===== src/rtl/traffic_light_monitor.sv =====
//-----------------------------------------------------------------------------
// traffic_light_monitor
//
// Passive safety checker for the four-way intersection light buses. Every
// clock it samples the north/south/east/west light codes, compares them with
// the previously sampled codes and per-direction dwell counters, and latches
// the first safety violation into a sticky fault. The fault output drives the
// lamp-board failsafe (all-red flash).
//
// Light encoding: 2'b00 red, 2'b01 green, 2'b10 yellow, 2'b11 illegal.
// Direction index: 0=N, 1=S, 2=E, 3=W.
//
// Violation codes (lowest code wins, then lowest direction index):
//   1 illegal code, 2 conflicting non-red directions, 3 illegal transition,
//   4 short green, 5 short yellow, 6 out-of-order green entry.
//
// Optional feature macro: ORDER_CHECK_EN
//   When defined, green entries must follow the rotation N->E->S->W->N.
//   When undefined, no order logic is built and code 6 never appears.
//
// Parameters:
//   MIN_GREEN  minimum consecutive sampled cycles a direction stays green
//   MIN_YELLOW minimum consecutive sampled cycles a direction stays yellow
//   CNT_W      width of the saturating per-direction dwell counters
//
// Ports:
//   clk        sole clock, rising edge
//   rst        synchronous active-high reset
//   n_lights   north light code
//   s_lights   south light code
//   e_lights   east light code
//   w_lights   west light code
//   clr_fault  synchronous clear of sticky fault state (rst has priority)
//   fault      sticky flag, set on the first violation
//   fault_code cause of the first violation
//   fault_dir  direction of the first violation
//   viol_count saturating count of cycles containing any violation
//   rotations  wrapping count of north red->green entries
//-----------------------------------------------------------------------------
`timescale 1ns/1ps

module traffic_light_monitor #(
    parameter int MIN_GREEN  = 3,
    parameter int MIN_YELLOW = 2,
    parameter int CNT_W      = 8
) (
    input  logic        clk,
    input  logic        rst,
    input  logic [1:0]  n_lights,
    input  logic [1:0]  s_lights,
    input  logic [1:0]  e_lights,
    input  logic [1:0]  w_lights,
    input  logic        clr_fault,
    output logic        fault,
    output logic [2:0]  fault_code,
    output logic [1:0]  fault_dir,
    output logic [7:0]  viol_count,
    output logic [15:0] rotations
);

    localparam logic [1:0] RED    = 2'b00;
    localparam logic [1:0] GREEN  = 2'b01;
    localparam logic [1:0] YELLOW = 2'b10;
    localparam logic [1:0] BAD    = 2'b11;

    localparam logic [1:0] DIR_N = 2'd0;
    localparam logic [1:0] DIR_S = 2'd1;
    localparam logic [1:0] DIR_E = 2'd2;
    localparam logic [1:0] DIR_W = 2'd3;

    localparam logic [2:0] CODE_NONE     = 3'd0;
    localparam logic [2:0] CODE_ILLEGAL  = 3'd1;
    localparam logic [2:0] CODE_CONFLICT = 3'd2;
    localparam logic [2:0] CODE_TRANS    = 3'd3;
    localparam logic [2:0] CODE_SHORT_G  = 3'd4;
    localparam logic [2:0] CODE_SHORT_Y  = 3'd5;
    localparam logic [2:0] CODE_ORDER    = 3'd6;

    localparam logic [CNT_W-1:0] DWELL_MAX   = {CNT_W{1'b1}};
    localparam logic [CNT_W-1:0] MIN_GREEN_C = CNT_W'(MIN_GREEN);
    localparam logic [CNT_W-1:0] MIN_YEL_C   = CNT_W'(MIN_YELLOW);

    // Element 0 of each packed array is north, matching the fault_dir encoding.
    logic [3:0][1:0]       cur;
    logic [3:0][1:0]       prev_q;
    logic [3:0][CNT_W-1:0] dwell_q;

    logic [3:0] illegal;
    logic [3:0] non_red;
    logic [3:0] bad_trans;
    logic [3:0] short_green;
    logic [3:0] short_yellow;
    logic [3:0] green_entry;
    logic [3:0] order_bad;
    logic       conflict;

    logic       viol_hit;
    logic [2:0] viol_code;
    logic [1:0] viol_dir;

    assign cur = {w_lights, e_lights, s_lights, n_lights};

    function automatic logic [1:0] lowest_dir(input logic [3:0] v);
        if (v[0])      return DIR_N;
        else if (v[1]) return DIR_S;
        else if (v[2]) return DIR_E;
        else           return DIR_W;
    endfunction

    // Per-direction checks of the current sample against prev and dwell.
    always_comb begin
        illegal      = '0;
        non_red      = '0;
        bad_trans    = '0;
        short_green  = '0;
        short_yellow = '0;
        green_entry  = '0;
        for (int i = 0; i < 4; i++) begin
            illegal[i]      = (cur[i] == BAD);
            non_red[i]      = (cur[i] != RED);
            bad_trans[i]    = ((prev_q[i] == RED)    && (cur[i] == YELLOW)) ||
                              ((prev_q[i] == GREEN)  && (cur[i] == RED))    ||
                              ((prev_q[i] == YELLOW) && (cur[i] == GREEN));
            short_green[i]  = (prev_q[i] == GREEN)  && (cur[i] == YELLOW) &&
                              (dwell_q[i] < MIN_GREEN_C);
            short_yellow[i] = (prev_q[i] == YELLOW) && (cur[i] == RED) &&
                              (dwell_q[i] < MIN_YEL_C);
            green_entry[i]  = (prev_q[i] == RED) && (cur[i] == GREEN);
        end
    end

    // More than one bit set: clearing the lowest set bit leaves something.
    assign conflict = ((non_red & (non_red - 4'd1)) != 4'd0);

`ifdef ORDER_CHECK_EN
    logic [1:0] last_green_q;

    function automatic logic [1:0] next_green(input logic [1:0] d);
        case (d)
            DIR_N:   return DIR_E;
            DIR_E:   return DIR_S;
            DIR_S:   return DIR_W;
            default: return DIR_N;
        endcase
    endfunction

    // A green entry is out of order unless it is the successor of the last one.
    always_comb begin
        order_bad = '0;
        for (int i = 0; i < 4; i++) begin
            order_bad[i] = green_entry[i] && (2'(i) != next_green(last_green_q));
        end
    end

    // Reset to W so that N is the expected first entry.
    always_ff @(posedge clk) begin
        if (rst) begin
            last_green_q <= DIR_W;
        end else if (|green_entry) begin
            last_green_q <= lowest_dir(green_entry);
        end
    end
`else
    assign order_bad = '0;
`endif

    // Priority select: lowest code first, then lowest direction within it.
    always_comb begin
        viol_hit  = 1'b1;
        viol_code = CODE_NONE;
        viol_dir  = DIR_N;
        if (|illegal) begin
            viol_code = CODE_ILLEGAL;
            viol_dir  = lowest_dir(illegal);
        end else if (conflict) begin
            viol_code = CODE_CONFLICT;
            viol_dir  = lowest_dir(non_red);
        end else if (|bad_trans) begin
            viol_code = CODE_TRANS;
            viol_dir  = lowest_dir(bad_trans);
        end else if (|short_green) begin
            viol_code = CODE_SHORT_G;
            viol_dir  = lowest_dir(short_green);
        end else if (|short_yellow) begin
            viol_code = CODE_SHORT_Y;
            viol_dir  = lowest_dir(short_yellow);
        end else if (|order_bad) begin
            viol_code = CODE_ORDER;
            viol_dir  = lowest_dir(order_bad);
        end else begin
            viol_hit  = 1'b0;
        end
    end

    // History registers; illegal codes are tracked like any other code.
    always_ff @(posedge clk) begin
        if (rst) begin
            prev_q  <= {4{RED}};
            dwell_q <= '0;
        end else begin
            for (int i = 0; i < 4; i++) begin
                prev_q[i] <= cur[i];
                if (cur[i] != prev_q[i]) begin
                    dwell_q[i] <= CNT_W'(1);
                end else if (dwell_q[i] != DWELL_MAX) begin
                    dwell_q[i] <= dwell_q[i] + CNT_W'(1);
                end
            end
        end
    end

    // North entry counter is independent of fault state and of clr_fault.
    always_ff @(posedge clk) begin
        if (rst) begin
            rotations <= '0;
        end else if (green_entry[0]) begin
            rotations <= rotations + 16'd1;
        end
    end

    // Sticky fault capture; clr_fault wins over a same-cycle violation.
    always_ff @(posedge clk) begin
        if (rst || clr_fault) begin
            fault      <= 1'b0;
            fault_code <= CODE_NONE;
            fault_dir  <= DIR_N;
            viol_count <= '0;
        end else if (viol_hit) begin
            if (!fault) begin
                fault      <= 1'b1;
                fault_code <= viol_code;
                fault_dir  <= viol_dir;
            end
            if (viol_count != 8'hFF) begin
                viol_count <= viol_count + 8'd1;
            end
        end
    end

endmodule


===== config.mk =====
export PLATFORM = sky130hd
export DESIGN_NAME = traffic_light_monitor
export DESIGN_NICKNAME = d
export VERILOG_FILES = /design/src/rtl/traffic_light_monitor.sv
export SDC_FILE = /design/constraint.sdc
export NUM_CORES = 1
export LEC_CHECK = 0
export CORE_MARGIN = 2
export CORE_UTILIZATION = 51
export CTS_BUF_LIST = sky130_fd_sc_hd__clkbuf_4 sky130_fd_sc_hd__clkbuf_8 sky130_fd_sc_hd__clkbuf_16
export DETAILED_ROUTE_END_ITERATION = 10
export PLACE_DENSITY_LB_ADDON = 0.12
export SKIP_LAST_GASP = 1
export SYNTH_ARGS = -nofsm -noshare
export SYNTH_HDL_FRONTEND = slang
export SYNTH_SLANG_ARGS = --single-unit

===== constraint.sdc =====
create_clock -name clk -period 1.9 [get_ports clk]
set_input_delay 0.38 -clock clk [delete_from_list [all_inputs] [get_ports clk]]
set_output_delay 0.38 -clock clk [all_outputs]
set_load 0.05 [all_outputs]

==> flow_metrics.tcl <==
set metrics [dict create \
    cts_tree "yes" \
    end_kind "register" \
    antenna_found_initial 0 \
    path_class "register to register" \
    firstDrtPassIters 4 \
    gp_congestion 0.812 \
    drv_cap 0 \
    viasPerCell 5.31 \
    routed_wl_um 8570 \
    cts_sinks 70 \
    crit_fanout 5 \
    initial_core_util_pct 53.3 \
    regArea_sq_um 1420 \
    clkTransAtPathRegs_ps 70 \
    syn_area_sq_um 3660 \
    grt_overflow_total 0 \
    synth_ff_type "dfxtp_1" \
    die_w_um 88.8 \
    drtIter0Drc 113 \
    clkLatencyLatePin_ps 360 \
    p_leak_nw 2.17 \
    ys_async_sr_fraction_pct 0 \
    synthMuxAreaShare_pct 1.64 \
    route.detailed.drc 0 \
    drv_slew 0 \
    tightest_slew_ps 511 \
    synthDistinctLibCells 63 \
    timing.final.crit_share_pct 103 \
    grt_usage_pct 22.1 \
    die_h_um 88.8 \
    ys_seq_area_share_pct 38.3 \
    startpoint_type "register" \
    rsz0062_at_grt "yes" \
    cts_buffers 9 \
    grt_first_pass_wirelength_um 13800 \
    syn_nets 435 \
    peakVddDrop_mv 0.324 \
    skew_ps 13.7 \
    ios 41 \
    drive_above_1_share_pct 33.3 \
    ant_nets 0 \
    grt_max_degree 22 \
    rows 30 \
    cp_data_arrival_time_ps 2230 \
    timing.final.ws_setup_ps -58.3 \
    finalCriticalPeriod_ps 1960 \
    syn_avg_cell_area_sq_um 8.76 \
    die_area_sq_um 7880 \
    synth_top_family_by_area "simple AND/OR/NAND/NOR gates" \
    max_freq_ghz 0.511 \
    dpl.cell_count 608 \
    nets 553 \
    power_mw 3.23 \
    slew_headroom_pct 65.9 \
    required_ps 2170 \
    filler_cell_count 525 \
    multi_input_area_sq_um 2290 \
    final_area_sq_um 5030 \
    p_per_area_nw_per_um2 642 \
    setup_viol 6 \
    cts-hold-fix-buffers 0 \
    diodes 0 \
    yosys_warnings 0 \
    dp_slack_ps -657 \
    yosys_register_bits 70 \
    synth_compound_area_share_pct 10.3 \
    hp-class "primary input to register" \
    violations "setup timing" \
    layout_common_cells "buf_4 (99), nor2_1 (72), dfxtp_1 (62)" \
    cts_buffer_depth 2 \
    synth_edf_count 0 \
    dp_hpwl_um 5870 \
    synthToLayoutAreaGrowth_pct 37.2 \
    postSynthCellCount 418 \
    post_synth_fa_ha_maj_area_fraction_pct 2.36 \
    grt_pass1_vias 3155 \
    layout_commonest_cell "buf_4" \
    core_sq_um 6870 \
    outcome "finished, violations left" \
    fin_hold_ws_ps 378 \
    hold_violations 0 \
    synth-simple-area-share_pct 31.4 \
    port_buffers 40 \
    postPlaceCellArea_sq_um 4600 \
    wl_per_cell_um 13.5 \
    instances_no_fill 637 \
    htreeDepth 3 \
    synthXorXnorAreaFrac_pct 12.4 \
    cts-root-buf "clkbuf_8" \
    vias 3380 \
]
cells by family after synthesis:
logic type | after synthesis
AO/OA/AOI/OAI | 55
XOR/XNOR | 52
adder cells (fa/ha/maj) | 7
buffers and inverters | 21
flip-flops | 70
multiplexers | 6
AND/OR/NAND/NOR | 207
Yosys cell counts, types with 3 or more instances:
master / number / area (sq um)
and3_1: 20 / 125
nand4_1: 10 / 62.6
xor2_1: 29 / 254
mux2i_1: 6 / 60.1
a211oi_1: 6 / 45.0
buf_4: 3 / 22.5
ha_1: 6 / 75.1
nand3_1: 24 / 120
inv_1: 3 / 11.3
nor4b_1: 5 / 43.8
a21oi_2: 3 / 26.3
nor3_1: 3 / 15.0
clkbuf_1: 7 / 26.3
nor4_1: 4 / 25.0
dfxtp_1: 70 / 1400
a211oi_2: 4 / 50.1
nand4b_1: 4 / 35.0
nor2_1: 76 / 285
xnor2_1: 23 / 201
nor2b_1: 10 / 62.6
buf_6: 4 / 45.0
a21oi_1: 15 / 75.1
o21ai_0: 11 / 55.1
or3_1: 6 / 37.5
a31oi_1: 3 / 18.8
nand2_1: 22 / 82.6
worst max-delay path, stage by stage (launching register included):
cell	delay (ps)
dfxtp_2	340
ha_4	170
nor4b_4	280
nand4_1	220
nand4_4	180
nor4_4	50
buf_6	140
a21oi_4	200
o21ai_1	110
a31oi_1	180
metrics by stage:
step / util (%) / TNS [ps]
floorplan: - / -593
global placement: 66.9 / -12230
detailed placement: 66.9 / -14120
CTS: 71.0 / -57.8
global route: 73.2 / -1700
finish: 73.2 / -166
metal layers:
metal / vias to the layer above / part of all wire [%] / wire length, um / track usage, %
met4: 0 / 1.4 / 122 / 8.40
met5: - / 0 / 0 / 0
met3: 13 / 3.9 / 333 / 5.13
met1: 1586 / 46 / 3920 / 26.6
li1: 1719 / - / - / -
met2: 62 / 49 / 4190 / 38.4
where the power goes:
part	internal, mW	switching, mW	leakage, nW	total, mW
clock network	0.650	0.592	0.107	1.24
logic	0.221	0.236	1.49	0.457
registers	1.50	0.0336	0.572	1.53
total	2.37	0.862	2.17	3.23
what timing repair did:
action	CTS	global route
pin swaps	13	23
buffers inserted	3	9
gates cloned	2	0
resized for setup	29	43
setup endpoints to repair	27	24
final timing paths:
kind	end	from	cells past startpoint	slack, ps
hold reg to reg	fault_code[1]	fault_code[1]	2	500
setup / recovery	fault_dir[0]	dwell_q[17]	9	-60
hold / removal	prev_q[4]	e_lights[0]	2	380
setup reg to reg	fault_dir[0]	dwell_q[17]	9	-60
state kept, by name, indices dropped and copies added (netlist names):
name,count
dwell_q,32
rotations,16
prev_q,8
viol_count,8
fault_code,3
fault_dir,2
fault,1
cell type report:
class,count,share of cell area [%]
clock buffer,10,2.74
clock inverter,6,1.39
timing repair buffer,124,19.4
multi-input combinational,328,45.6
tap,96,2.39
inverter,3,0.224
sequential,70,28.3
Note: power is estimated with default switching activity, not from simulation.
